$ cat src/rtl/mult_pkg.sv
// rtl/mult_pkg.sv - shared types and width helpers for the sequential signed multiplier
//
// Contents:
//   state_t      : controller state encoding (IDLE, RUN, DONE)
//   cnt_width()  : bit counter width for a given operand width
//   max_pos()    : largest positive two's complement value, 2^(w-1) - 1
//   min_neg()    : bit pattern of the most negative value, -2^(w-1); read as an
//                  unsigned number it is also its magnitude 2^(w-1)
package mult_pkg;

  typedef enum logic [1:0] {
    IDLE = 2'd0,
    RUN  = 2'd1,
    DONE = 2'd2
  } state_t;

  function automatic int cnt_width(input int width);
    return $clog2(width);
  endfunction

  function automatic logic [63:0] max_pos(input int width);
    return (64'd1 << (width - 1)) - 64'd1;
  endfunction

  function automatic logic [63:0] min_neg(input int width);
    return 64'd1 << (width - 1);
  endfunction

endpackage

$ cat src/rtl/conversor_comp2_p.sv
// rtl/conversor_comp2_p.sv - combinational two's complement negator
//
// Ports:
//   x  in  WIDTH  value to negate
//   y  out WIDTH  -x, modulo 2^WIDTH (the most negative value maps to itself)
module conversor_comp2_p #(
  parameter int WIDTH = 6
) (
  input  logic [WIDTH-1:0] x,
  output logic [WIDTH-1:0] y
);

  assign y = ~x + WIDTH'(1);

endmodule

$ cat src/rtl/mult_secuencial.sv
// rtl/mult_secuencial.sv - shift-add sequential signed multiplier with start/done handshake
//
// Multiplies operand magnitudes over WIDTH cycles, then re-applies the sign and
// flags results that fall outside the signed WIDTH-bit range.
// Optional feature macro: MULT_SAT_EN (saturate m on overflow instead of wrapping).
//
// Ports:
//   clk     in  1      clock, rising edge
//   rst     in  1      synchronous active-high reset
//   start   in  1      request, sampled in IDLE or DONE
//   a, b    in  WIDTH  two's complement operands, captured on an accepted start
//   busy    out 1      engine is running
//   done    out 1      one-cycle pulse, m/of_mul valid from this cycle
//   m       out WIDTH  signed product, held until the next done
//   of_mul  out 1      signed overflow flag for m, held until the next done
module mult_secuencial
  import mult_pkg::*;
#(
  parameter int WIDTH = 6
) (
  input  logic             clk,
  input  logic             rst,
  input  logic             start,
  input  logic [WIDTH-1:0] a,
  input  logic [WIDTH-1:0] b,
  output logic             busy,
  output logic             done,
  output logic [WIDTH-1:0] m,
  output logic             of_mul
);

  localparam int CW = cnt_width(WIDTH);
  localparam int AW = 2 * WIDTH;

  localparam logic [WIDTH-1:0] MAX_POS = WIDTH'(max_pos(WIDTH));
  localparam logic [WIDTH-1:0] MIN_NEG = WIDTH'(min_neg(WIDTH));
  // Overflow limits on the unsigned magnitude product
  localparam logic [AW-1:0]    LIM_POS = AW'(max_pos(WIDTH));
  localparam logic [AW-1:0]    LIM_NEG = AW'(min_neg(WIDTH));

  state_t           state, state_next;
  logic [WIDTH-1:0] mag_a, mag_b;
  logic             neg;
  logic [AW-1:0]    acc, acc_next;
  logic [CW-1:0]    cnt;

  logic [WIDTH-1:0] a_neg, b_neg, p_neg;
  logic             accept, last;
  logic [WIDTH-1:0] m_wrap, m_next;
  logic             of_next;

  conversor_comp2_p #(.WIDTH(WIDTH)) u_neg_a (.x(a), .y(a_neg));
  conversor_comp2_p #(.WIDTH(WIDTH)) u_neg_b (.x(b), .y(b_neg));
  conversor_comp2_p #(.WIDTH(WIDTH)) u_neg_p (.x(acc_next[WIDTH-1:0]), .y(p_neg));

  assign accept = start && ((state == IDLE) || (state == DONE));
  assign last   = (state == RUN) && (cnt == CW'(WIDTH - 1));

  // One partial product per cycle; the final product is formed in the same
  // cycle as the last addition so m/of_mul can be registered on entry to DONE.
  always_comb begin
    acc_next = acc;
    if (mag_b[0]) begin
      acc_next = acc + ({{WIDTH{1'b0}}, mag_a} << cnt);
    end
  end

  // Negative results may reach one step further than positive ones.
  assign of_next = neg ? (acc_next > LIM_NEG) : (acc_next > LIM_POS);
  assign m_wrap  = neg ? p_neg : acc_next[WIDTH-1:0];

`ifdef MULT_SAT_EN
  assign m_next = of_next ? (neg ? MIN_NEG : MAX_POS) : m_wrap;
`else
  assign m_next = m_wrap;
`endif

  // State register
  always_ff @(posedge clk) begin
    if (rst) begin
      state <= IDLE;
    end else begin
      state <= state_next;
    end
  end

  // Next-state logic
  always_comb begin
    state_next = state;
    case (state)
      IDLE:    if (start) state_next = RUN;
      RUN:     if (last)  state_next = DONE;
      DONE:    state_next = start ? RUN : IDLE;
      default: state_next = IDLE;
    endcase
  end

  // Outputs decoded from state
  always_comb begin
    busy = (state == RUN);
    done = (state == DONE);
  end

  // Datapath
  always_ff @(posedge clk) begin
    if (rst) begin
      mag_a  <= '0;
      mag_b  <= '0;
      neg    <= 1'b0;
      acc    <= '0;
      cnt    <= '0;
      m      <= '0;
      of_mul <= 1'b0;
    end else begin
      if (accept) begin
        // The negator maps -2^(WIDTH-1) onto itself, which read unsigned is
        // exactly its magnitude.
        mag_a <= a[WIDTH-1] ? a_neg : a;
        mag_b <= b[WIDTH-1] ? b_neg : b;
        neg   <= a[WIDTH-1] ^ b[WIDTH-1];
        acc   <= '0;
        cnt   <= '0;
      end else if (state == RUN) begin
        acc   <= acc_next;
        mag_b <= mag_b >> 1;
        cnt   <= cnt + CW'(1);
      end
      if (last) begin
        m      <= m_next;
        of_mul <= of_next;
      end
    end
  end

endmodule
$ cat config.mk
export PLATFORM = sky130hd
export DESIGN_NAME = mult_secuencial
export DESIGN_NICKNAME = d
export VERILOG_FILES = /design/src/rtl/mult_pkg.sv /design/src/rtl/conversor_comp2_p.sv /design/src/rtl/mult_secuencial.sv
export SDC_FILE = /design/constraint.sdc
export NUM_CORES = 1
export LEC_CHECK = 0
export ABC_AREA = 1
export BUFFER_PORTS_ARGS = -buffer_cell sky130_fd_sc_hd__buf_2
export CAP_MARGIN = 15
export CELL_PAD_IN_SITES_DETAIL_PLACEMENT = 1
export CELL_PAD_IN_SITES_GLOBAL_PLACEMENT = 2
export CORE_MARGIN = 1.5
export CORE_UTILIZATION = 35
export CTS_CLUSTER_DIAMETER = 30
export DETAILED_ROUTE_END_ITERATION = 10
export GPL_ROUTABILITY_DRIVEN = 0
export PLACE_DENSITY_LB_ADDON = 0.05
export RECOVER_POWER = 100
export SLEW_MARGIN = 20
export SYNTH_ARGS = -nofsm -noshare
export SYNTH_HDL_FRONTEND = slang
export SYNTH_HIERARCHICAL = 1
export SYNTH_SLANG_ARGS = --single-unit
$ cat constraint.sdc
create_clock -name clk -period 4.8 [get_ports clk]
set_input_delay 0.96 -clock clk [delete_from_list [all_inputs] [get_ports clk]]
set_output_delay 0.96 -clock clk [all_outputs]
set_load 0.01 [all_outputs]
== Word-level counts from Yosys, hierarchy flattened ==
Index checks and enable logic that the tools add are counted.
W data, S select, Z words.
Word-level totals
  bits of input ports: 15
  output and inout bits: 9
  register bits after elaboration: 37
  word-level logic and storage cells: 43
Cells by class
  reductions and logical operators: 7
  bitwise logic cells: 4
  magnitude comparators: 2
  shift operators: 1
  equal/unequal tests: 5
  $add $sub $neg: 5
  multiplexer cells: 11
Operator list (number)
  $mux W6: 5
  $add A6 B1 Y6 const B: 3
  $not A6 Y6: 3
  $add A12 B12 Y12: 1
  $gt A12 B5 Y1 const B: 1
  $gt A12 B6 Y1 const B: 1
  $mux W12: 1
  $shl A6 B3 Y12: 1
  $pmux W2 S3: 1
  $mux W2: 2
  $add A3 B1 Y3 const B: 1
  $eq A3 B3 Y1 const B: 1
  $eq A2 B1 Y1 const B: 1
  $eq A2 B2 Y1 const B: 1
  $logic_and A1 B1 Y1: 2
  $logic_not A2 Y1: 1
  $mux W1: 2
  $ne A2 B1 Y1 const B: 1
  $ne A2 B2 Y1 const B: 1
  $reduce_and A2 Y1: 1
  $reduce_bool A2 Y1: 1
  $reduce_or A2 Y1: 1
  $logic_or A1 B1 Y1: 1
  $xor A1 B1 Y1: 1

== Logic depth before layout (Yosys ltp) ==
  depth after elaboration: 6
  mapped depth: 23
  mapped depth without buffers: 22

== Cells and area by module ==
The synthesis kept the hierarchy.
Modules (own cells, without submodules)
  mult_secuencial: times used 1, area each 2625.0 µm², cells an instance 419, sequential area each 740.7 µm²
  conversor_comp2_p: times used 3, area each 103.8 µm², cells an instance 18, sequential area each 0.0 µm²

== Worst setup path before layout ==
No wires, ideal clock.
  kind: reg2reg
  start: register cnt[0]
  end: register m[5]
  required time: 4681 ps
  data arrival time: 2416 ps
  setup time: 119 ps
  buffers on the path: 1
  stages on the path, launching flop included: 24
  slack: 2265 ps
  period minus slack after synthesis: 2535 ps
  cells stage by stage: dfxtp_1 buf_2 inv_1 nand2_1 nor3_1 ha_1 inv_1 fa_1 inv_1 nand2_1 nand2_1 nand2_1 nand2_1 nand3_1 nand2_1 inv_1 inv_1 nand3_1 nand2_1 nand2_1 nor2_1 nor2_1 o21ai_1 a21oi_1
On the way
  longest elaborated chain between the ends: 6
  elaborated cells on any way between the ends: 8
  those cells by class: add/sub (2); eq/ne (1); shift (1); mux (2); bitwise (1); reduce/logical (1)
Ends and longest elaborated chain
  from (decl): RTL line mult_secuencial.sv:45  | logic [CW-1:0] cnt;
  from (signal assigned): RTL line mult_secuencial.sv:126  | cnt <= cnt + CW'(1);
  $shl A6 B3 Y12: RTL line mult_secuencial.sv:64  | acc_next = acc + ({{WIDTH{1'b0}}, mag_a} << cnt);
  $add A12 B12 Y12: RTL line mult_secuencial.sv:64
  $mux W12: RTL line mult_secuencial.sv:63  | if (mag_b[0]) begin
  named net acc_next[4]: RTL line mult_secuencial.sv:44  | logic [AW-1:0] acc, acc_next;
  $not A6 Y6: RTL line conversor_comp2_p.sv:13  | assign y = ~x + WIDTH'(1);
  $add A6 B1 Y6: RTL line conversor_comp2_p.sv:13
  named net p_neg[5]: RTL line mult_secuencial.sv:47  | logic [WIDTH-1:0] a_neg, b_neg, p_neg;
  $mux W6: RTL line mult_secuencial.sv:70  | assign m_wrap = neg ? p_neg : acc_next[WIDTH-1:0];
  to (signal assigned): RTL line mult_secuencial.sv:129  | m <= m_next;
  to (decl): RTL line mult_secuencial.sv:28  | output logic [WIDTH-1:0] m,
The timed path passes the listed nets, and every way through them passes these cells.
A chain may end at the register's enable or synchronous reset.

== Final worst setup path ==
  start: register state[0]
  end: register m[5]
On the way
  longest elaborated chain between the ends: 2
Ends and longest elaborated chain
  from (decl): RTL line mult_secuencial.sv:41  | state_t state, state_next;
  from (signal assigned): RTL line mult_secuencial.sv:83  | state <= state_next;
  $eq A2 B1 Y1: RTL line mult_secuencial.sv:57  | assign last = (state == RUN) && (cnt == CW'(WIDTH - 1));
  $logic_and A1 B1 Y1: RTL line mult_secuencial.sv:57
Every way passes these cells.

==> impl_metrics.tcl <==
set metrics [dict create \
    status "completed" \
    placementRows 33 \
    required_ns 5.03 \
    pwr-share-clk_pct 31.7 \
    p_int_mw 0.570 \
    fin_hold_ws_ns 0.497 \
    p_per_area_mw_per_mm2 278 \
    post-synth-top-count-cell "nand2_1" \
    fin_skew_ns 0.0112 \
    switchingPower_mw 0.321 \
    power.leakage_nw 1.60 \
    critPathMaxFanout 18 \
    setup_viol 0 \
    synth_edf_count 0 \
    antennaDiodeCount 0 \
    fin_cells 595 \
    path_delay_family "simple AND/OR/NAND/NOR gates" \
    critPathMaxStageDelay_ns 1.05 \
    p_seq_share_pct 38.9 \
    htreeDepth 2 \
    core_sq_mm 0.00818 \
    dr_total_vias 2941 \
    drt-initial-drc-count 91 \
    hp-class "register to register" \
    yosysTopAreaCellShare_pct 25.2 \
    postCtsSetupBuffers 0 \
    min_to "mag_a[4]" \
    synth_ff_type "dfxtp_1" \
    slew_viol_final 0 \
    drcViolationCount 0 \
    hold_depth 2 \
    synth_nets 505 \
    r2r_end "m[5]" \
    min_from "mag_a[4]" \
    total_power_mw 0.890 \
    grt_pass1_wl_microns 14400 \
    crit_arrival_ns 3.87 \
    switching_share_pct 36.0 \
    layout_setup_ws_ns 1.15 \
    synth_top_area_cell "dfxtp_1" \
    portBuffers 23 \
    synthArstFlopShare_pct 0 \
    critPathLaunchType "register" \
    postRouteAntennaNets 0 \
    viasPerCell 4.94 \
    slowest_stage "nor2_1" \
    numPlacedInstances 587 \
    post_cts_resized 0 \
    seq_area_frac_synth_pct 25.2 \
    first_global_vias 2934 \
    regToRegStartpoint "state[0]" \
    fill_cells 1139 \
    die_area_sq_mm 0.00895 \
    final_layout_size_suffix_gt1_share_pct 9.39 \
    antenna_found_initial 0 \
    drtPass1Iterations 4 \
    routedWlPerCell_microns 14.4 \
    maxCapViolCount 0 \
    synthToLayoutAreaGrowth_pct 8.86 \
    setup.worst_path.class "register to register" \
    ys_types 34 \
    clock_path_buffers 2 \
    die_h_microns 94.6 \
    grt_max_degree 19 \
    peakVddDrop_v 0.000138 \
    cts_tree "done" \
    avgSynthCellArea_sq_um 6.21 \
    cts_made_buffers 5 \
    yosys-top-cells-area "dfxtp_1 25%, nand2_1 16%, inv_1 9.1%" \
    critical_path_buf_inv_count 3 \
    worst_setup_path_end_kind "register" \
    grt.total_usage_pct 20.6 \
    syn_area_sq_mm 0.00294 \
    rsz0062_at_grt "no" \
    place_ws_ns 1.69 \
    ios 24 \
    cts_root_buf "clkbuf_8" \
    start_util_pct 35.9 \
    synth_commonest_cells "122 x nand2_1, 71 x inv_1, 40 x a21oi_1" \
    overflow 0 \
    fin_crit_sh_pct 76.0 \
    hpwl_microns 6680 \
    nets 521 \
    relSlewSlack_pct 4.92 \
    reg2reg_depth 8 \
    max_clock_freq_ghz 0.274 \
    clock_latency_ns 0.30 \
    path_clk_slew_ns 0.09 \
    crit_chain "inv_1, nor2_1, inv_1, nor2_1, inv_1, nor2_1, o21ai_0, a21oi_1" \
    min_period_ns 3.65 \
    tightest_slew_ns 1.42 \
    hold_viol_final 0 \
    syn-instance-count 473 \
    r2r_setup_slack_ns 1.15 \
    p_comb_share_pct 29.4 \
    fin_setup_tns_ns 0 \
    routed_wirelength_microns 8570 \
    yosysWarningCount 6 \
    die_w_microns 94.6 \
    synth.ff_latch_count 37 \
    clock-sinks 37 \
    cts.hold.buffers_added 0 \
]
-- flip-flops by register name (all words and copies together) (netlist names) --
| name | cells |
|---|---|
| state | 2 |
| neg | 1 |
| of_mul | 1 |
| acc | 12 |
| mag_b | 6 |
| cnt | 3 |
| m | 6 |
| mag_a | 6 |
-- stage by stage --
stage	cell area, sq um	util [%]
finish	3200	39.1
floorplan	2940	-
global route	3200	39.1
CTS	3230	39.5
detailed placement	3120	38.1
global placement	3120	38.1
-- routing by layer --
metal / track usage [%] / routed length, microns
met5: 0 / 0
met2: 34.6 / 3970
met4: 4.85 / 74
met3: 2.58 / 176
met1: 27.9 / 4360
-- how the worst max path moves through the flow --
stage,slack (ns),from,to,depth (start not counted)
2_1_floorplan,2.26,cnt[0],m[5],23
3_3_place_gp,1.69,cnt[0],m[5],22
3_5_place_dp,1.69,cnt[0],m[5],21
4_1_cts,1.66,cnt[0],m[5],21
5_1_grt,0.82,state[0],m[5],8
6_report,1.15,state[0],m[5],8
-- cells by family (layout without fill, tap and decap cells) --
kind of cell / count (synthesis) / count (layout) / synth area share (%)
muxes: 6 / 6 / 2.05
DFF: 37 / 37 / 25.2
adders and majority gates: 17 / 17 / 7.50
xor gates and xnor gates: 10 / 10 / 2.98
and+or+nand+nor: 217 / 217 / 32.9
buffers and inverters: 94 / 111 / 12.7
AOI/OAI and AO/OA: 92 / 92 / 16.7
-- tightest hold or removal path: stages, from the launching register on --
cell and delay (ns):
dfxtp_1 0.33, nand2_1 0.06, o21ai_0 0.06
-- area by class of cell --
type	count	area (sq um)	area share (%)
multi-input cells	342	1810	56.5
flip-flops and latches	37	741	23.2
repair buffers	24	110	3.44
clock inverters	2	38.8	1.21
inverters	79	297	9.28
clock buffers	6	72.6	2.27
well taps	105	131	4.11
-- layout by cell type (no fill, tap or decap), types with 3 or more instances in the layout --
cell type and count:
inv_2 4, buf_2 13, nor2_2 6, nand2_1 123
inv_1 74, nor2_1 30, nand4_1 6, clkbuf_8 5
xor2_1 6, a21oi_1 40, o21ai_0 38, ha_1 16
xnor2_1 4, nand2_2 6, clkbuf_1 11, nand3_1 37
o211ai_1 3, dfxtp_1 37, mux2i_1 6, o22ai_1 5
-- power by group through the flow --
stage               sequential, mW  clock [mW]  combinational [mW]
global placement             0.353           0               0.262
global route                 0.350       0.302               0.299
CTS                          0.347       0.292               0.268
floorplan                    0.345           0               0.203
finish                       0.346       0.283               0.262
detailed placement           0.354           0               0.267
No activity file was read; power rests on OpenSTA's default activity.
